**src/rtl/cpu_ctrl_pkg.sv**
```systemverilog
// Shared control definitions for the multicycle CPU: state encoding, opcode/funct
// values, ALU operand selects and ALU operation codes.
package cpu_ctrl_pkg;

    typedef enum logic [3:0] {
        S_IDLE     = 4'd0,
        S_FETCH    = 4'd1,
        S_DECODE   = 4'd2,
        S_EXEC_R   = 4'd3,
        S_EXEC_SH  = 4'd4,
        S_EXEC_I   = 4'd5,
        S_WB_R     = 4'd6,
        S_WB_I     = 4'd7,
        S_MEM_ADDR = 4'd8,
        S_MEM_RD   = 4'd9,
        S_WB_MEM   = 4'd10,
        S_MEM_WR   = 4'd11,
        S_BRANCH   = 4'd12,
        S_JUMP     = 4'd13,
        S_TRAP     = 4'd14
    } state_t;

    typedef enum logic [3:0] {
        ALU_ADD = 4'd0,
        ALU_SUB = 4'd1,
        ALU_AND = 4'd2,
        ALU_OR  = 4'd3,
        ALU_SLT = 4'd4,
        ALU_SLL = 4'd5,
        ALU_SRL = 4'd6
    } alu_op_t;

    localparam logic [5:0] OP_RTYPE = 6'h00;
    localparam logic [5:0] OP_J     = 6'h02;
    localparam logic [5:0] OP_BEQ   = 6'h04;
    localparam logic [5:0] OP_ADDI  = 6'h08;
    localparam logic [5:0] OP_LW    = 6'h23;
    localparam logic [5:0] OP_SW    = 6'h2B;

    localparam logic [5:0] FN_ADD = 6'h20;
    localparam logic [5:0] FN_SUB = 6'h22;
    localparam logic [5:0] FN_AND = 6'h24;
    localparam logic [5:0] FN_OR  = 6'h25;
    localparam logic [5:0] FN_SLT = 6'h2A;
    localparam logic [5:0] FN_SLL = 6'h00;
    localparam logic [5:0] FN_SRL = 6'h02;

    localparam logic [1:0] ALUX_RS = 2'd0;
    localparam logic [1:0] ALUX_RT = 2'd1;
    localparam logic [1:0] ALUX_PC = 2'd2;

    localparam logic [2:0] ALUY_RT    = 3'd0;
    localparam logic [2:0] ALUY_SHAMT = 3'd1;
    localparam logic [2:0] ALUY_IMM   = 3'd2;
    localparam logic [2:0] ALUY_FOUR  = 3'd3;
    localparam logic [2:0] ALUY_RS    = 3'd4;

    localparam logic [1:0] PCSRC_ALU    = 2'd0;
    localparam logic [1:0] PCSRC_ALUOUT = 2'd1;
    localparam logic [1:0] PCSRC_JUMP   = 2'd2;

    typedef struct packed {
        logic       mem_read;
        logic       mem_write;
        logic       i_or_d;
        logic       ir_write;
        logic       pc_write;
        logic       reg_write;
        logic       mem_to_reg;
        logic       reg_dst;
        logic [1:0] pc_src;
        logic [1:0] alu_x;
        logic [2:0] alu_y;
        alu_op_t    alu_op;
        logic       illegal_inst;
    } ctrl_t;

endpackage

```
**src/rtl/multicycle_ctrl_if.sv**
```systemverilog
// Controller <-> datapath/memory signal bundle. master = controller side,
// slave = datapath side.
interface multicycle_ctrl_if;
    logic [5:0] opcode;
    logic [5:0] funct;
    logic       zero;
    logic       memReady;
    logic       memRead;
    logic       memWrite;
    logic       iOrD;
    logic       irWrite;
    logic       pcWrite;
    logic       regWrite;
    logic       memToReg;
    logic       regDst;
    logic [1:0] pcSrc;
    logic [1:0] aluX;
    logic [2:0] aluY;
    logic [3:0] aluOp;
    logic       illegalInst;
    logic [3:0] stateOut;

    modport master (
        input  opcode, funct, zero, memReady,
        output memRead, memWrite, iOrD, irWrite, pcWrite, regWrite, memToReg,
               regDst, pcSrc, aluX, aluY, aluOp, illegalInst, stateOut
    );

    modport slave (
        output opcode, funct, zero, memReady,
        input  memRead, memWrite, iOrD, irWrite, pcWrite, regWrite, memToReg,
               regDst, pcSrc, aluX, aluY, aluOp, illegalInst, stateOut
    );
endinterface

```
**src/rtl/alu_op_decode.sv**
```systemverilog
// R-type funct decoder: ALU operation, shift classification and legality.
module alu_op_decode
    import cpu_ctrl_pkg::*;
(
    input  logic [5:0] funct,
    output alu_op_t    alu_op,
    output logic       is_shift,
    output logic       legal
);
    always_comb begin
        alu_op   = ALU_ADD;
        is_shift = 1'b0;
        legal    = 1'b1;
        case (funct)
            FN_ADD: alu_op = ALU_ADD;
            FN_SUB: alu_op = ALU_SUB;
            FN_AND: alu_op = ALU_AND;
            FN_OR:  alu_op = ALU_OR;
            FN_SLT: alu_op = ALU_SLT;
            FN_SLL: begin alu_op = ALU_SLL; is_shift = 1'b1; end
            FN_SRL: begin alu_op = ALU_SRL; is_shift = 1'b1; end
            default: legal = 1'b0;
        endcase
    end
endmodule

```
**src/rtl/multicycle_ctrl.sv**
```systemverilog
// Multicycle CPU control FSM: Moore state sequencing with memReady/zero-gated
// handshake outputs in FETCH and BRANCH.
module multicycle_ctrl
    import cpu_ctrl_pkg::*;
(
    input  logic              clk,
    input  logic              rst,
    multicycle_ctrl_if.master bus
);
    state_t  state_reg;
    state_t  state_next;
    ctrl_t   ctl;
    alu_op_t dec_op;
    logic    dec_shift;
    logic    dec_legal;

    alu_op_decode u_dec (
        .funct    (bus.funct),
        .alu_op   (dec_op),
        .is_shift (dec_shift),
        .legal    (dec_legal)
    );

    always_ff @(posedge clk) begin
        if (rst) state_reg <= S_IDLE;
        else     state_reg <= state_next;
    end

    always_comb begin
        state_next = state_reg;
        case (state_reg)
            S_IDLE:   state_next = S_FETCH;
            S_FETCH:  if (bus.memReady) state_next = S_DECODE;
            S_DECODE: begin
                case (bus.opcode)
                    OP_RTYPE: begin
                        if (!dec_legal)     state_next = S_TRAP;
                        else if (dec_shift) state_next = S_EXEC_SH;
                        else                state_next = S_EXEC_R;
                    end
                    OP_ADDI:      state_next = S_EXEC_I;
                    OP_LW, OP_SW: state_next = S_MEM_ADDR;
                    OP_BEQ:       state_next = S_BRANCH;
                    OP_J:         state_next = S_JUMP;
                    default:      state_next = S_TRAP;
                endcase
            end
            S_EXEC_R, S_EXEC_SH: state_next = S_WB_R;
            S_EXEC_I:            state_next = S_WB_I;
            S_MEM_ADDR: state_next = (bus.opcode == OP_LW) ? S_MEM_RD : S_MEM_WR;
            S_MEM_RD: if (bus.memReady) state_next = S_WB_MEM;
            S_MEM_WR: if (bus.memReady) state_next = S_FETCH;
            S_WB_R, S_WB_I, S_WB_MEM, S_BRANCH, S_JUMP: state_next = S_FETCH;
            S_TRAP:   state_next = S_TRAP;
            default:  state_next = S_IDLE;
        endcase
    end

    always_comb begin
        ctl = '0;
        case (state_reg)
            S_FETCH: begin
                ctl.mem_read = 1'b1;
                ctl.alu_x    = ALUX_PC;
                ctl.alu_y    = ALUY_FOUR;
                ctl.alu_op   = ALU_ADD;
                ctl.ir_write = bus.memReady;
                ctl.pc_write = bus.memReady;
                ctl.pc_src   = PCSRC_ALU;
            end
            // Branch target (pc + offset) is computed here and lands in aluOut.
            S_DECODE: begin
                ctl.alu_x  = ALUX_PC;
                ctl.alu_y  = ALUY_IMM;
                ctl.alu_op = ALU_ADD;
            end
            S_EXEC_R: begin
                ctl.alu_x  = ALUX_RS;
                ctl.alu_y  = ALUY_RT;
                ctl.alu_op = dec_op;
            end
            S_EXEC_SH: begin
                ctl.alu_x  = ALUX_RT;
                ctl.alu_y  = ALUY_SHAMT;
                ctl.alu_op = dec_op;
            end
            S_EXEC_I, S_MEM_ADDR: begin
                ctl.alu_x  = ALUX_RS;
                ctl.alu_y  = ALUY_IMM;
                ctl.alu_op = ALU_ADD;
            end
            S_WB_R: begin
                ctl.reg_write = 1'b1;
                ctl.reg_dst   = 1'b1;
            end
            S_WB_I: ctl.reg_write = 1'b1;
            S_MEM_RD: begin
                ctl.mem_read = 1'b1;
                ctl.i_or_d   = 1'b1;
            end
            S_WB_MEM: begin
                ctl.reg_write  = 1'b1;
                ctl.mem_to_reg = 1'b1;
            end
            S_MEM_WR: begin
                ctl.mem_write = 1'b1;
                ctl.i_or_d    = 1'b1;
            end
            S_BRANCH: begin
                ctl.alu_x    = ALUX_RS;
                ctl.alu_y    = ALUY_RT;
                ctl.alu_op   = ALU_SUB;
                ctl.pc_src   = PCSRC_ALUOUT;
                ctl.pc_write = bus.zero;
            end
            S_JUMP: begin
                ctl.pc_write = 1'b1;
                ctl.pc_src   = PCSRC_JUMP;
            end
            S_TRAP:  ctl.illegal_inst = 1'b1;
            default: ctl = '0;
        endcase
    end

    assign bus.memRead     = ctl.mem_read;
    assign bus.memWrite    = ctl.mem_write;
    assign bus.iOrD        = ctl.i_or_d;
    assign bus.irWrite     = ctl.ir_write;
    assign bus.pcWrite     = ctl.pc_write;
    assign bus.regWrite    = ctl.reg_write;
    assign bus.memToReg    = ctl.mem_to_reg;
    assign bus.regDst      = ctl.reg_dst;
    assign bus.pcSrc       = ctl.pc_src;
    assign bus.aluX        = ctl.alu_x;
    assign bus.aluY        = ctl.alu_y;
    assign bus.aluOp       = ctl.alu_op;
    assign bus.illegalInst = ctl.illegal_inst;
    assign bus.stateOut    = state_reg;
endmodule

```
**src/flat_wrapper.sv**
```systemverilog
// flat-port wrapper written by rule: the top's interface ports become plain ports
module multicycle_ctrl_flat import cpu_ctrl_pkg::*;
  (clk, rst, bus_opcode, bus_funct, bus_zero, bus_memReady, bus_memRead, bus_memWrite, bus_iOrD, bus_irWrite, bus_pcWrite, bus_regWrite, bus_memToReg, bus_regDst, bus_pcSrc, bus_aluX, bus_aluY, bus_aluOp, bus_illegalInst, bus_stateOut);
  multicycle_ctrl_if bus_i ();
  input  logic clk;
  input  logic rst;
  input wire logic [$bits(bus_i.opcode)-1:0] bus_opcode;
  input wire logic [$bits(bus_i.funct)-1:0] bus_funct;
  input wire logic [$bits(bus_i.zero)-1:0] bus_zero;
  input wire logic [$bits(bus_i.memReady)-1:0] bus_memReady;
  output wire logic [$bits(bus_i.memRead)-1:0] bus_memRead;
  output wire logic [$bits(bus_i.memWrite)-1:0] bus_memWrite;
  output wire logic [$bits(bus_i.iOrD)-1:0] bus_iOrD;
  output wire logic [$bits(bus_i.irWrite)-1:0] bus_irWrite;
  output wire logic [$bits(bus_i.pcWrite)-1:0] bus_pcWrite;
  output wire logic [$bits(bus_i.regWrite)-1:0] bus_regWrite;
  output wire logic [$bits(bus_i.memToReg)-1:0] bus_memToReg;
  output wire logic [$bits(bus_i.regDst)-1:0] bus_regDst;
  output wire logic [$bits(bus_i.pcSrc)-1:0] bus_pcSrc;
  output wire logic [$bits(bus_i.aluX)-1:0] bus_aluX;
  output wire logic [$bits(bus_i.aluY)-1:0] bus_aluY;
  output wire logic [$bits(bus_i.aluOp)-1:0] bus_aluOp;
  output wire logic [$bits(bus_i.illegalInst)-1:0] bus_illegalInst;
  output wire logic [$bits(bus_i.stateOut)-1:0] bus_stateOut;
  assign bus_i.opcode = bus_opcode;
  assign bus_i.funct = bus_funct;
  assign bus_i.zero = bus_zero;
  assign bus_i.memReady = bus_memReady;
  assign bus_memRead = bus_i.memRead;
  assign bus_memWrite = bus_i.memWrite;
  assign bus_iOrD = bus_i.iOrD;
  assign bus_irWrite = bus_i.irWrite;
  assign bus_pcWrite = bus_i.pcWrite;
  assign bus_regWrite = bus_i.regWrite;
  assign bus_memToReg = bus_i.memToReg;
  assign bus_regDst = bus_i.regDst;
  assign bus_pcSrc = bus_i.pcSrc;
  assign bus_aluX = bus_i.aluX;
  assign bus_aluY = bus_i.aluY;
  assign bus_aluOp = bus_i.aluOp;
  assign bus_illegalInst = bus_i.illegalInst;
  assign bus_stateOut = bus_i.stateOut;
  multicycle_ctrl u_core (.clk(clk), .rst(rst), .bus(bus_i));
endmodule
```
**config.mk**
```make
export PLATFORM = sky130hd
export DESIGN_NAME = multicycle_ctrl_flat
export DESIGN_NICKNAME = d
export VERILOG_FILES = /design/src/rtl/cpu_ctrl_pkg.sv /design/src/rtl/multicycle_ctrl_if.sv /design/src/rtl/alu_op_decode.sv /design/src/rtl/multicycle_ctrl.sv /design/src/flat_wrapper.sv
export SDC_FILE = /design/constraint.sdc
export NUM_CORES = 1
export LEC_CHECK = 0
export CAP_MARGIN = 20
export CORE_MARGIN = 1.5
export CORE_UTILIZATION = 34
export DETAILED_ROUTE_END_ITERATION = 8
export GPL_ROUTABILITY_DRIVEN = 0
export PLACE_DENSITY = 0.72
export SYNTH_ARGS = -nofsm -noshare
export SYNTH_HDL_FRONTEND = slang
export SYNTH_SLANG_ARGS = --single-unit
```
**constraint.sdc**
```tcl
create_clock -name clk -period 1.35 [get_ports clk]
set_input_delay 0.2025 -clock clk [delete_from_list [all_inputs] [get_ports clk]]
set_output_delay 0.2025 -clock clk [all_outputs]
set_load 0.05 [all_outputs]
```
==> results_dict.tcl, run 1 <==
set metrics [dict create \
    run_status "stopped before the end" \
    lastStage "clock tree synthesis (4_1_cts)" \
    error "[ERROR DPL-0038] Utilization greater than 100%, impossible to legalize" \
    clk_path_buf_depth 2 \
    numClockSinks 4 \
    hpwl_um 3130 \
    fp.dieH_um 49.0 \
    ys_async_sr_fraction_pct 0 \
    synth_warnings 0 \
    synthFlopType "dfxtp_1" \
    root_buffer "clkbuf_4" \
    yosysTopAreaCellShare_pct 11.1 \
    die_x_um 49.0 \
    postSynthAreaPerCell_um2 6.80 \
    holdBufCountCts 0 \
    portBuffers 37 \
    synth_edf_count 0 \
    post_cts_resized 54 \
    synth_cells 106 \
    cts-buffers-inserted 3 \
    rows 16 \
    synth-seq-cells 4 \
    ioPinCount 40 \
    start_util_pct 36.4 \
    seq_area_frac_synth_pct 11.1 \
    synthTopCellsByArea "dfxtp_1 11%, nor2_1 9.4%, nand2b_1 4.3%" \
    htree_levels 1 \
    synth_area_leader_cell "dfxtp_1" \
    synth_cell_types 44 \
    synth_area_um2 721 \
    postCtsSetupRepairBufs 3 \
]
## stage by stage
step           setup WS [ps]  utilization [%]  std cells  area, um2
3_3_place_gp            -509             93.1        207       1850
3_5_place_dp            -616             93.1        207       1850
2_1_floorplan           -500                -        107        971
## logic make-up after synthesis
kind of cell    after synthesis  share of synthesized area (%)
simple gates                 52                           41.5
compound gates               32                           32.6
buf+inv                      13                           8.85
flops                         4                           11.1
xor+xnor                      2                           2.43
mux                           2                           2.95
other cells                   1                          0.520
## cells in the mapped netlist, types with 3 or more instances
cell type,number
a21boi_0,3
a21oi_1,6
a31oi_1,3
buf_2,5
dfxtp_1,4
inv_1,3
nand2_1,5
nand2b_1,5
nand3_1,4
nor2_1,18
nor2b_1,3
nor3_1,5
o21ai_0,6
==> run 2: changes to the inputs <==
CORE_AREA = 2 2 63 65   (was unset)
CORE_MARGIN = unset   (was 1.5)
CORE_UTILIZATION = unset   (was 34)
DIE_AREA = 0 0 65 67   (was unset)
PLACE_DENSITY = unset   (was 0.72)
PLACE_DENSITY_LB_ADDON = 0.15   (was unset)
clock period = 1.8 ns   (was 1.35 ns; I/O delays follow)
==> run 2 against run 1 <==
- the flow now finishes, with violations (negative setup slack)
- synthesized cell count unchanged
- area after synthesis unchanged
==> results_dict.tcl, run 2 <==
set metrics [dict create \
    reg2reg_slack_ps 140 \
    postSynthAreaPerCell_um2 6.80 \
    wl_per_cell_um 12.4 \
    setup_viol 2 \
    drt_iter0_markers 41 \
    ir_drop_mv 0.327 \
    post-route-min-period_ps 1910 \
    vias 980 \
    crit_arrival_ps 1640 \
    fmax_ghz 0.525 \
    cp.required_ps 1530 \
    crit_path_end_kind "primary output" \
    synthFlopType "dfxtp_1" \
    seq_area_frac_synth_pct 11.1 \
    grt_pass1_vias 933 \
    synth_cell_types 44 \
    reg2reg_from "u_core.bus.stateOut[2]$_SDFFE_PP0P_" \
    swShare_pct 49.3 \
    max_cap_violations 0 \
    die_x_um 65 \
    setup_slack_ps -106 \
    worstHoldPathType "in2reg" \
    drive_gt1_share_pct 55.3 \
    grt_overflow 0 \
    ys_async_sr_fraction_pct 0 \
    clk_path_buf_depth 2 \
    final_area_um2 1720 \
    path_max_fanout 3 \
    synthTopCellsByCount "18 x nor2_1, 6 x a21oi_1, 6 x o21ai_0" \
    largest_register_ffs 4 \
    synthTopCellsByArea "dfxtp_1 11%, nor2_1 9.4%, nand2b_1 4.3%" \
    numClockSinks 4 \
    place_ws_ps -242 \
    via_per_inst 4.69 \
    tritoncts "yes" \
    wl_um 2590 \
    synth_mux_area_share_pct 2.95 \
    fin_nets 178 \
    synth_cells 106 \
    p_comb_share_pct 84.2 \
    num_antenna_cells 0 \
    core_area_um2 3610 \
    worst_clock_skew_ps 3.31 \
    post-route-util_pct 47.7 \
    grt_use_total_pct 12.1 \
    synth_area_um2 721 \
    clkPwrFrac_pct 7.7 \
    area_delta_synth_final_pct 139 \
    antenna_found_initial 0 \
    placed_area_um2 1560 \
    root_buffer "clkbuf_8" \
    worst_skew_pair.late_latency_ps 220 \
    antenna_left 0 \
    synth_compound_area_share_pct 32.6 \
    worstRegToRegCells 8 \
    yosysTopAreaCellShare_pct 11.1 \
    critPathLaunchType "flip-flop" \
    finalHoldViolCount 0 \
    synth_top_family_by_area "simple AND/OR/NAND/NOR gates" \
    p_seq_share_pct 8.1 \
    synth_area_leader_cell "dfxtp_1" \
    yosysMostFrequentCell "nor2_1" \
    synthSimpleGateAreaFrac_pct 41.5 \
    p_leak_nw 0.636 \
    grt_first_pass_wirelength_um 4180 \
    min_to "u_core.bus.stateOut[3]$_SDFFE_PP0P_" \
    worstSetupPathType "reg2out" \
    drc 0 \
    yosys.area_share.xor_xnor_pct 2.43 \
    fp.dieH_um 67 \
    path_clk_slew_ps 30 \
    hpwl_um 2060 \
    mostFrequentLayoutCells "23 x buf_4, 21 x buf_12, 12 x clkdlybuf4s50_1, 8 x nor2_2, 8 x nor2_1" \
    first_pass_iters 4 \
    synth-seq-cells 4 \
    rows 22 \
    synth_edf_count 0 \
    p_int_mw 1.31 \
    powerDensity_nw_per_um2 1500 \
    htree_levels 1 \
    synth_warnings 0 \
    violations "negative setup slack" \
    slew_violations 0 \
    synth_fa_ha_area_share_pct 0 \
    run_status "finished with violations" \
    final.period_utilization_pct 106 \
    hold-path-cell-count 4 \
    ioPinCount 40 \
    start_util_pct 20.0 \
    holdBufCountCts 0 \
    die_area_um2 4360 \
    rr_endpoint "u_core.bus.stateOut[3]$_SDFFE_PP0P_" \
    cts-buffers-inserted 3 \
    rsz0062_at_grt "true" \
    grt_max_degree 19 \
    hold_start "bus_funct[5]" \
    p_sw_mw 1.27 \
    layout_commonest_cell "buf_4" \
    portBuffers 37 \
]
-- run 2: worst max-delay path by stage --
stage,endpoint,slack (ps),startpoint,depth (start not counted)
floorplan,bus_aluOp[1],-120,u_core.bus.stateOut[2]$_SDFFE_PP0P_,5
global placement,bus_aluOp[0],-220,bus_funct[0],6
detailed placement,bus_aluOp[0],-240,bus_funct[0],6
CTS,bus_aluOp[0],-140,u_core.bus.stateOut[2]$_SDFFE_PP0P_,5
global route,bus_aluOp[0],-150,u_core.bus.stateOut[2]$_SDFFE_PP0P_,5
finish,bus_aluOp[0],-110,u_core.bus.stateOut[2]$_SDFFE_PP0P_,5
-- run 2: per-stage QoR --
stage          instances  hold slack, ps  TNS (ps)  total power, mW
4_1_cts              209             659      -247             2.56
5_1_grt              209             701      -336             2.73
3_3_place_gp         198             636      -481             2.20
3_5_place_dp         198             634      -568             2.22
2_1_floorplan        107             329      -319             1.43
6_report             209             653      -155             2.57
-- run 2: power by group through the flow --
stage	Combinational [mW]	Clock, mW	Sequential, mW
finish	2.17	0.198	0.209
global route	2.30	0.211	0.216
CTS	2.15	0.202	0.207
detailed placement	2.01	0	0.214
global placement	1.99	0	0.212
floorplan	1.11	0	0.315
-- run 2: cells by family (layout without fill, tap and decap cells) --
logic type,Yosys count,after routing
AND/OR/NAND/NOR,52,52
XOR/XNOR,2,2
multiplexers,2,2
other,1,2
flip-flops,4,4
AO/OA/AOI/OAI,32,32
buffers and inverters,13,67
-- run 2: per-layer routing --
metal | track usage (%) | share of wire (%)
met3 | 0.676 | 2.9
met1 | 13.6 | 40
met5 | 0 | 0
met2 | 24.2 | 57
met4 | 3.19 | 0
-- run 2: what timing repair did --
item,4_1_cts,5_1_grt
pin swaps,6,5
resized for setup,11,7
endpoints found under the setup margin,5,9
endpoints found under the hold margin,0,0
buffers inserted,7,0
-- run 2: cell type report --
class | count | area, um2
multi-input cells | 90 | 751
repair buffers | 60 | 754
inverters | 3 | 15.0
well taps | 48 | 60.1
fillers | 352 | 1890
clock buffers | 4 | 45.0
flip-flops and latches | 4 | 95.1
-- run 2: critical path: stages (launching register included) --
cell and delay [ps]:
dfxtp_4 320, and3b_1 240, a21oi_2 40, or3_4 370
o31ai_4 270, buf_12 170
No activity file was read; power rests on OpenSTA's default activity.
==> run 3: changes to the inputs <==
CAP_MARGIN = 10   (was 20)
==> results of run 3 <==
Same layout as run 2: the final DEF is identical, and so are final timing and power.
==> run 4: changes to the inputs <==
PLACE_DENSITY_LB_ADDON = unset   (was 0.15)
==> run 4 against run 3 <==
- the flow still finishes with violations (negative setup slack)
- count of clock-buffer cells in the layout unchanged
- via count unchanged
- wire length decreased by 8.5%
- global-route usage decreased by 0.93 points
- hold slack improved by 21 ps
- setup slack improved by 19 ps
- utilization decreased by 3.1 points
- power decreased by 7.8%
- final cell count decreased by 1.9%
==> results_dict.tcl, run 4 (synthesis gave the netlist of run 2 again) <==
set metrics [dict create \
    violations "negative setup slack" \
    drc 0 \
    worstSetupPathType "reg2out" \
    root_buffer "clkbuf_8" \
    worst_clock_skew_ps 6.97 \
    post-route-min-period_ps 1890 \
    drt_iter0_markers 18 \
    die_x_um 65 \
    placed_area_um2 1540 \
    setup_slack_ps -86.9 \
    cp.required_ps 1530 \
    portBuffers 37 \
    clk_path_buf_depth 2 \
    critPathLaunchType "flip-flop" \
    total_power_mw 2.37 \
    die_area_um2 4360 \
    powerDensity_nw_per_um2 1470 \
    path_clk_slew_ps 40 \
    wl_um 2370 \
    rows 22 \
    ioPinCount 40 \
    rsz0062_at_grt "true" \
    finalHoldViolCount 0 \
    start_util_pct 20.0 \
    drive_gt1_share_pct 49.7 \
    crit_path_top_delay_cell "or3_4" \
    path_max_fanout 3 \
    final.period_utilization_pct 105 \
    antenna_found_initial 0 \
    grt_overflow 0 \
    antenna_left 0 \
    dp_cells 199 \
    fp.dieH_um 67 \
    grt_first_pass_wirelength_um 3860 \
    grt_pass1_vias 879 \
    worstHoldPathType "in2reg" \
    max_stage_delay_ps 370 \
    max_cap_violations 0 \
    mostFrequentLayoutCells "21 x buf_4, 18 x buf_12, 12 x clkdlybuf4s50_1, 9 x nor2_1, 7 x nor2_2" \
    numClockSinks 4 \
    path_buf_inv 1 \
    setup_viol 3 \
    critPathTopFamily "simple AND/OR/NAND/NOR gates" \
    htree_levels 1 \
    path_cells "and3b_1 -> a21oi_1 -> or3_4 -> o31ai_4 -> buf_12" \
    vias 980 \
    crit_path_end_kind "primary output" \
    p_leak_nw 0.590 \
    grt_use_total_pct 11.1 \
    core_area_um2 3610 \
    worst_skew_pair.late_latency_ps 220 \
    layout_commonest_cell "buf_4" \
    fin_nets 174 \
    holdBufCountCts 0 \
    run_status "finished with violations" \
    cts-buffers-inserted 3 \
    crit_arrival_ps 1620 \
    fmax_ghz 0.530 \
    final_area_um2 1610 \
    grt_max_degree 19 \
    hpwl_um 2020 \
    largest_register_ffs 4 \
    via_per_inst 4.78 \
    num_antenna_cells 0 \
    wl_per_cell_um 11.5 \
    tritoncts "yes" \
    slew_violations 0 \
    area_delta_synth_final_pct 123 \
    ir_drop_mv 0.449 \
    first_pass_iters 4 \
    layoutNonFillerInstCount 205 \
    place_ws_ps -257 \
]
## run 4: changes by cell type in the layout (fill, tap and decap cells not counted), sizes merged
cell          before  now
buf               45   41
dlygate4sd2        2    3
dlymetal6s2s       1    0
## run 4: area by class of cell
class	instances	area, um2
clock buffer	4	45.0
fill	356	2000
inverter	3	15.0
multi-input combinational	90	711
sequential	4	92.6
tap	48	60.1
timing repair buffer	56	687
## run 4: metrics by stage
| stage | hold WS [ps] | util [%] | TNS, ps |
|---|---|---|---|
| after CTS | 673 | 44.5 | -161 |
| after detailed placement | 729 | 42.6 | -647 |
| after global placement | 722 | 42.6 | -465 |
| after global routing | 706 | 44.7 | -333 |
| final | 674 | 44.7 | -128 |
| after floorplan | 329 | - | -319 |
## run 4: worst paths after layout
| path | start | end | slack, ps | cells after the start |
|---|---|---|---|---|
| worst max-delay path | u_core.bus.stateOut[2]$_SDFFE_PP0P_ | bus_aluOp[0] | -90 | 5 |
| worst min-delay path | bus_funct[5] | u_core.bus.stateOut[3]$_SDFFE_PP0P_ | 670 | 4 |
| worst min register to register | u_core.bus.stateOut[0]$_SDFFE_PP0P_ | u_core.bus.stateOut[2]$_SDFFE_PP0P_ | 710 | 3 |
| worst max register to register | u_core.bus.stateOut[2]$_SDFFE_PP0P_ | u_core.bus.stateOut[2]$_SDFFE_PP0P_ | 310 | 5 |
## run 4: metal layers
metal / track usage (%) / up-vias / routed length [um]
met5: 0 / - / 0
met4: 3.99 / 0 / 0
met3: 1.86 / 0 / 107
met2: 20.4 / 29 / 1270
met1: 13.0 / 457 / 991
li1: - / 494 / -
## run 4: report_power, final
part	switching [mW]	internal [mW]
combinational	1.11	0.870
sequential	0.0566	0.145
clock	0.0439	0.151
## run 4: what timing repair did
action | in CTS | in global routing
setup buffers | 2 | 0
pin swaps | 3 | 0
gates resized for setup | 6 | 1
endpoints found under the setup margin | 4 | 5
## run 4: tightest hold or removal path, delay by kind of cell
kind,cells,cell delay (ps)
buffers and inverters,2,380
AOI/OAI and AO/OA,2,190
